**config.mk**
```make
export PLATFORM = sky130hd
export DESIGN_NAME = dcs_sel_ctrl
export DESIGN_NICKNAME = d
export VERILOG_FILES = /design/src/rtl/dcs_sel_ctrl.sv
export SDC_FILE = /design/constraint.sdc
export NUM_CORES = 1
export LEC_CHECK = 0
export BUFFER_PORTS_ARGS = -buffer_cell sky130_fd_sc_hd__clkbuf_2
export CAP_MARGIN = 20
export CORE_MARGIN = 2
export CORE_UTILIZATION = 43
export CTS_CLUSTER_SIZE = 24
export DETAILED_ROUTE_END_ITERATION = 8
export PLACE_DENSITY = 0.67
export SLEW_MARGIN = 0
export SYNTH_ARGS = -nofsm -noshare
export SYNTH_HDL_FRONTEND = slang
export SYNTH_SLANG_ARGS = --single-unit
```
**constraint.sdc**
```tcl
create_clock -name clk_i -period 1.9 [get_ports clk_i]
set_clock_uncertainty 0.15 [all_clocks]
set_input_delay 0 -clock clk_i [delete_from_list [all_inputs] [get_ports clk_i]]
set_output_delay 0 -clock clk_i [all_outputs]
set_load 0.01 [all_outputs]
```
**src/rtl/dcs_sel_ctrl.sv**
```systemverilog
`default_nettype none
// ============================================================================
// Module   : dcs_sel_ctrl
// Purpose  : Control-side sequencer for one LIFCL DCS (dynamic clock select)
//            site. Turns valid/ready switch requests into SEL / SELFORCE
//            updates. Each switch is followed by a settle window and then a
//            minimum dwell before the next request is taken. If either the
//            target clock or the current clock is reported dead when a
//            request is accepted, the switch falls back to SELFORCE.
// Revision : 1.0 - initial release
// ----------------------------------------------------------------------------
// Ports
//   clk_i           in   control clock, all logic on rising edge
//   rst_n_i         in   synchronous reset, active low
//   req_valid_i     in   switch request valid
//   req_ready_o     out  high in IDLE; a request is taken on valid & ready
//   req_sel_i       in   target clock input (0 = CLK0, 1 = CLK1)
//   req_force_i     in   1: switch using SELFORCE (no glitch-free handshake)
//   clk0_alive_i    in   synchronised liveness flag for DCS CLK0
//   clk1_alive_i    in   synchronised liveness flag for DCS CLK1
//   dcs_sel_o       out  to DCS SEL
//   dcs_selforce_o  out  to DCS SELFORCE
//   busy_o          out  high while a switch is in progress (state != IDLE)
//   done_o          out  one-cycle pulse when a switch completes
//   forced_o        out  sticky: last completed switch used SELFORCE,
//                        cleared when the next request is accepted
// ============================================================================
module dcs_sel_ctrl #(
   parameter int   SETTLE_CYCLES = 8,
   parameter int   DWELL_CYCLES  = 16,
   parameter int   CNT_W         = 8,
   parameter logic INIT_SEL      = 1'b0
) (
   input  logic clk_i,
   input  logic rst_n_i,
   input  logic req_valid_i,
   output logic req_ready_o,
   input  logic req_sel_i,
   input  logic req_force_i,
   input  logic clk0_alive_i,
   input  logic clk1_alive_i,
   output logic dcs_sel_o,
   output logic dcs_selforce_o,
   output logic busy_o,
   output logic done_o,
   output logic forced_o
);

   // -------------------------------------------------------------------------
   // Constants
   // -------------------------------------------------------------------------
   localparam logic [CNT_W-1:0] C_SETTLE_LOAD = CNT_W'(SETTLE_CYCLES - 1);
   localparam logic [CNT_W-1:0] C_DWELL_LOAD  = CNT_W'(DWELL_CYCLES);
   localparam logic [CNT_W-1:0] C_CNT_ZERO    = '0;
   localparam logic [CNT_W-1:0] C_CNT_ONE     = CNT_W'(1);
   localparam logic             C_SKIP_DWELL  = (DWELL_CYCLES == 0);

   typedef enum logic [1:0] {
      ST_IDLE   = 2'd0,
      ST_SWITCH = 2'd1,
      ST_SETTLE = 2'd2,
      ST_DWELL  = 2'd3
   } state_t;

   // -------------------------------------------------------------------------
   // State
   // -------------------------------------------------------------------------
   state_t           state_q,    state_d;
   logic [CNT_W-1:0] cnt_q,      cnt_d;
   logic             sel_q,      sel_d;
   logic             selforce_q, selforce_d;
   logic             done_q,     done_d;
   logic             forced_q,   forced_d;
   logic             tgt_q,      tgt_d;      // latched target clock
   logic             frc_q,      frc_d;      // latched force decision

   logic w_alive_tgt;
   logic w_alive_cur;
   logic w_force_req;

   // Liveness only matters at the accept instant; the decision is latched
   // into frc_q so later liveness changes cannot alter an in-flight switch.
   assign w_alive_tgt = req_sel_i ? clk1_alive_i : clk0_alive_i;
   assign w_alive_cur = sel_q     ? clk1_alive_i : clk0_alive_i;
   assign w_force_req = req_force_i | ~w_alive_tgt | ~w_alive_cur;

   // -------------------------------------------------------------------------
   // Next-state / output logic
   // -------------------------------------------------------------------------
   always_comb begin
      state_d    = state_q;
      cnt_d      = cnt_q;
      sel_d      = sel_q;
      selforce_d = selforce_q;
      done_d     = 1'b0;
      forced_d   = forced_q;
      tgt_d      = tgt_q;
      frc_d      = frc_q;

      case (state_q)
         ST_IDLE: begin
            if (req_valid_i) begin
               tgt_d    = req_sel_i;
               frc_d    = w_force_req;
               forced_d = 1'b0;
               if ((req_sel_i == sel_q) && !w_force_req) begin
                  // Already on the requested clock: complete immediately,
                  // but still honour the dwell before the next request.
                  done_d = 1'b1;
                  if (C_SKIP_DWELL) begin
                     state_d = ST_IDLE;
                     cnt_d   = C_CNT_ZERO;
                  end else begin
                     state_d = ST_DWELL;
                     cnt_d   = C_DWELL_LOAD;
                  end
               end else begin
                  state_d = ST_SWITCH;
               end
            end
         end

         ST_SWITCH: begin
            sel_d      = tgt_q;
            selforce_d = frc_q;
            forced_d   = frc_q;
            cnt_d      = C_SETTLE_LOAD;
            state_d    = ST_SETTLE;
         end

         ST_SETTLE: begin
            if (cnt_q == C_CNT_ZERO) begin
               done_d     = 1'b1;
               selforce_d = 1'b0;
               if (C_SKIP_DWELL) begin
                  state_d = ST_IDLE;
                  cnt_d   = C_CNT_ZERO;
               end else begin
                  state_d = ST_DWELL;
                  cnt_d   = C_DWELL_LOAD;
               end
            end else begin
               cnt_d = cnt_q - C_CNT_ONE;
            end
         end

         ST_DWELL: begin
            // Counter is loaded with DWELL_CYCLES on entry; leaving when it
            // reaches one gives exactly DWELL_CYCLES cycles in this state.
            // A zero count is treated the same way so it can never wrap.
            if (cnt_q <= C_CNT_ONE) begin
               cnt_d   = C_CNT_ZERO;
               state_d = ST_IDLE;
            end else begin
               cnt_d = cnt_q - C_CNT_ONE;
            end
         end

         default: begin
            state_d = ST_IDLE;
            cnt_d   = C_CNT_ZERO;
         end
      endcase
   end

   // -------------------------------------------------------------------------
   // Registers
   // -------------------------------------------------------------------------
   always_ff @(posedge clk_i) begin
      if (!rst_n_i) begin
         state_q    <= ST_IDLE;
         cnt_q      <= C_CNT_ZERO;
         sel_q      <= INIT_SEL;
         selforce_q <= 1'b0;
         done_q     <= 1'b0;
         forced_q   <= 1'b0;
         tgt_q      <= INIT_SEL;
         frc_q      <= 1'b0;
      end else begin
         state_q    <= state_d;
         cnt_q      <= cnt_d;
         sel_q      <= sel_d;
         selforce_q <= selforce_d;
         done_q     <= done_d;
         forced_q   <= forced_d;
         tgt_q      <= tgt_d;
         frc_q      <= frc_d;
      end
   end

   // -------------------------------------------------------------------------
   // Outputs (ready/busy decode state only, no path from req_valid_i)
   // -------------------------------------------------------------------------
   assign req_ready_o    = (state_q == ST_IDLE);
   assign busy_o         = (state_q != ST_IDLE);
   assign dcs_sel_o      = sel_q;
   assign dcs_selforce_o = selforce_q;
   assign done_o         = done_q;
   assign forced_o       = forced_q;

endmodule
`default_nettype wire

```
==> results.md <==
- First-pass GRT wire length: 4140 um
- Reg clk slew, reported paths: approximately 0.10 ns
- Fin. Hold Viols: 0
- Clk pwr share: 11.6%
- Post-synth EDFFs: 0
- CTS sink count: 16
- Fill count: 213
- Mapped Cells: 117
- Yosys top cell area share: 31.6%
- Peak VDD IR: about 0.00078 V
- Dpl hpwl: 1670 um
- Max Cap Violations: 0
- P&R area growth vs syn: 22.6%
- Async set-reset flop share out of synthesis: 0%
- # rows: 17
- Post-Route WL: 2400 um
- Crit path launch type: flop
- Slowest CP cell: a2111oi_1
- Io pins: 13
- Later-pin clock latency in the skew report: just under 0.3 ns
- Leading area contributor after synthesis: dfxtp_1
- Syn avg cell area: between 8 and 9 um^2
- Drt first pass iters: 4
- Mapped Area: slightly above 0.001 mm^2
- Most frequent cell after synthesis: dfxtp_1
- Largest family of logic cells by synthesized area: simple AND/OR/NAND/NOR gates
- Critical Path RT: around 2 ns
- Comb power frac: between 60 and 70%
- Final Cycle Share: 91.4%
- Vias in the first global route: approximately 970
- GPL Wtd Cong: 0.824
- Die outline width: around 53 um
- Cell Area, Placed: 0.00113 mm^2
- DRT antenna net count: 0
- Worst-Margin Slew: 0.458 ns
- CP Class: reg2reg
- Largest net degree at the start of global routing: 10
- Seq cells post-synth: 16
- Simple-gate portion of the synthesized area: 27.9%
- Yosys cell types: between 40 and 50
- Num CTS Buffers: 3
- Core Area: about 0.0022 mm^2
- Place WS: -0.0325 ns
- Yosys warns: 0
- Final setup violating endpoints: 0
- Worst setup EP type: flop
- Flop pwr share: 26.7%
- GRT Residual Overflow: 0
- Largest fanout on the critical path: 8
- Setup ws final: 0.164 ns
- Share of layout cells above drive strength 1: between 20 and 25%
- Iter 0 DRT Violations: 38
- Slew Limit Fails: 0
- Post-Layout Cell Count: 169
- Vias per cell: 5.89
- Port Buf Inserts: 12
- CTS max path bufs: 2
- Post-synthesis net count: between 100 and 150
- Post-synthesis mux area share: 0.986%
- Max stage delay on crit path: ~0.37 ns
- DIE AREA: 0.00276 mm^2
- CTS tree: yes
- CP Data Arrival Time: about 1.8 ns
- Top FF cell, synth: dfxtp_1
- Post-synthesis adder-cell area fraction: between 7 and 8%
- Seq/Total Area, Yosys: around a third
- Cell Int Power: 1.10 mW
- Root buffer selected by CTS: clkbuf_4
- Tmin final: 1.74 ns
- Hold Path Class: in2reg
- Final instance area: between 0.001 and 0.0015 mm^2
- F_max: 576 MHz
- Placed cells: roughly 160
- RSZ-0062 raised after global routing: true
- H-tree depth: 1
- Power, Total: 2.02 mW
- WL/cell: 14.2 um
- Residual DRC: 0
- Die height: about 53 um
- CP cell instances: inv_1 > ha_2 > o21ai_0 > a2111oi_1 > nor2_1 > o32ai_2
- GRT Total Usage: between 20% and 30%
- NetSw: 915 uW
- Initial antenna violation count: 0
- Pwr Density: 1620 mW/mm^2
- Slew HR: slightly below 70%
- Synth Area in XOR/XNOR: 0%
- Net Sw Frac: 45.3%
- Compound-Gate Fraction of Synth Area: 27.3%
- Vias: 995
- Initial core utilization: approximately 46%
- Final nets: about 160
- Area contributors post-synth: dfxtp_1, ha_1, a21oi_1
- Top cells by count, synth: dfxtp_1, inv_1, nor2_1
- Status: finished clean
- LEAKAGE: 0.496 nW
- Diode count: 0
==> final cells by class <==
class / instances / area [um^2] / area share (%)
Timing Repair Buffer: 24 / 163 / 13.1
Clock buffer: 4 / 36.3 / 2.92
Sequential cell: 16 / 322 / 25.9
Inverter: 9 / 33.8 / 2.72
Multi-Input combinational cell: 88 / 654 / 52.6
Tap cell: 28 / 35.0 / 2.82
==> routing by layer <==
metal	part of all wire, %	track usage, %
met1	43	25.6
met2	49	33.5
met3	5.0	2.57
met4	3.0	12.4
met5	0	0
==> cells by family (layout without fill, tap and decap cells) <==
logic type	count (synthesis)	in the layout
buf+inv	13	37
mux	1	1
fa+ha+maj	6	6
simple gates	45	45
flops	16	16
compound gates	36	36
==> critical path: cells and delay by family (launching register included) <==
| family | cells | cell delay [ns] |
|---|---|---|
| buf+inv | 1 | 0.11 |
| flops | 1 | 0.36 |
| simple gates | 1 | 0.09 |
| fa+ha+maj | 1 | 0.25 |
| compound gates | 3 | 0.70 |
==> final timing paths <==
| kind | endpoint | slack (ns) | start | depth (start not counted) |
|---|---|---|---|---|
| max | cnt_q[2] | 0.16 | state_q[0] | 6 |
| min | frc_q | 0.04 | clk1_alive_i | 5 |
| max reg2reg | cnt_q[2] | 0.16 | state_q[0] | 6 |
| min reg2reg | tgt_q | 0.32 | tgt_q | 2 |
==> registers in the layout (all words and copies together) (netlist names) <==
name / cells
cnt_q: 8
state_q: 2
dcs_sel_o: 1
dcs_selforce_o: 1
done_o: 1
forced_o: 1
frc_q: 1
tgt_q: 1
==> cell usage in the layout (no fill, tap or decap), types with 6 or more instances in the layout <==
cell,count
a21oi_1,8
nand4_1,6
buf_4,7
nor2_1,9
inv_1,9
dfxtp_1,15
clkbuf_2,12
==> stage by stage <==
step / util [%] / hold slack [ns] / TNS (ns)
floorplan: - / -0.0242 / 0
global placement: 51.1 / 0.134 / 0
detailed placement: 51.1 / 0.147 / -0.0325
CTS: 55.2 / 0.0358 / 0
global route: 56.2 / 0.124 / -0.0189
finish: 56.2 / 0.0403 / 0
==> power groups by stage <==
| stage | registers (mW) | clock network [mW] | logic [mW] |
|---|---|---|---|
| final | 0.539 | 0.234 | 1.25 |
| after global routing | 0.553 | 0.253 | 1.38 |
| after CTS | 0.532 | 0.238 | 1.15 |
| after detailed placement | 0.538 | 0 | 1.13 |
| after global placement | 0.532 | 0 | 1.12 |
| after floorplan | 0.520 | 0 | 0.833 |
==> repair_timing <==
item / in CTS / in global routing
setup endpoints to repair: 1 / 5
pin swaps: 0 / 2
setup buffers: 0 / 2
resized for setup: 2 / 2
hold buffers: 5 / 0
endpoints found under the hold margin: 6 / 0
Note: power is estimated with default switching activity, not from simulation.
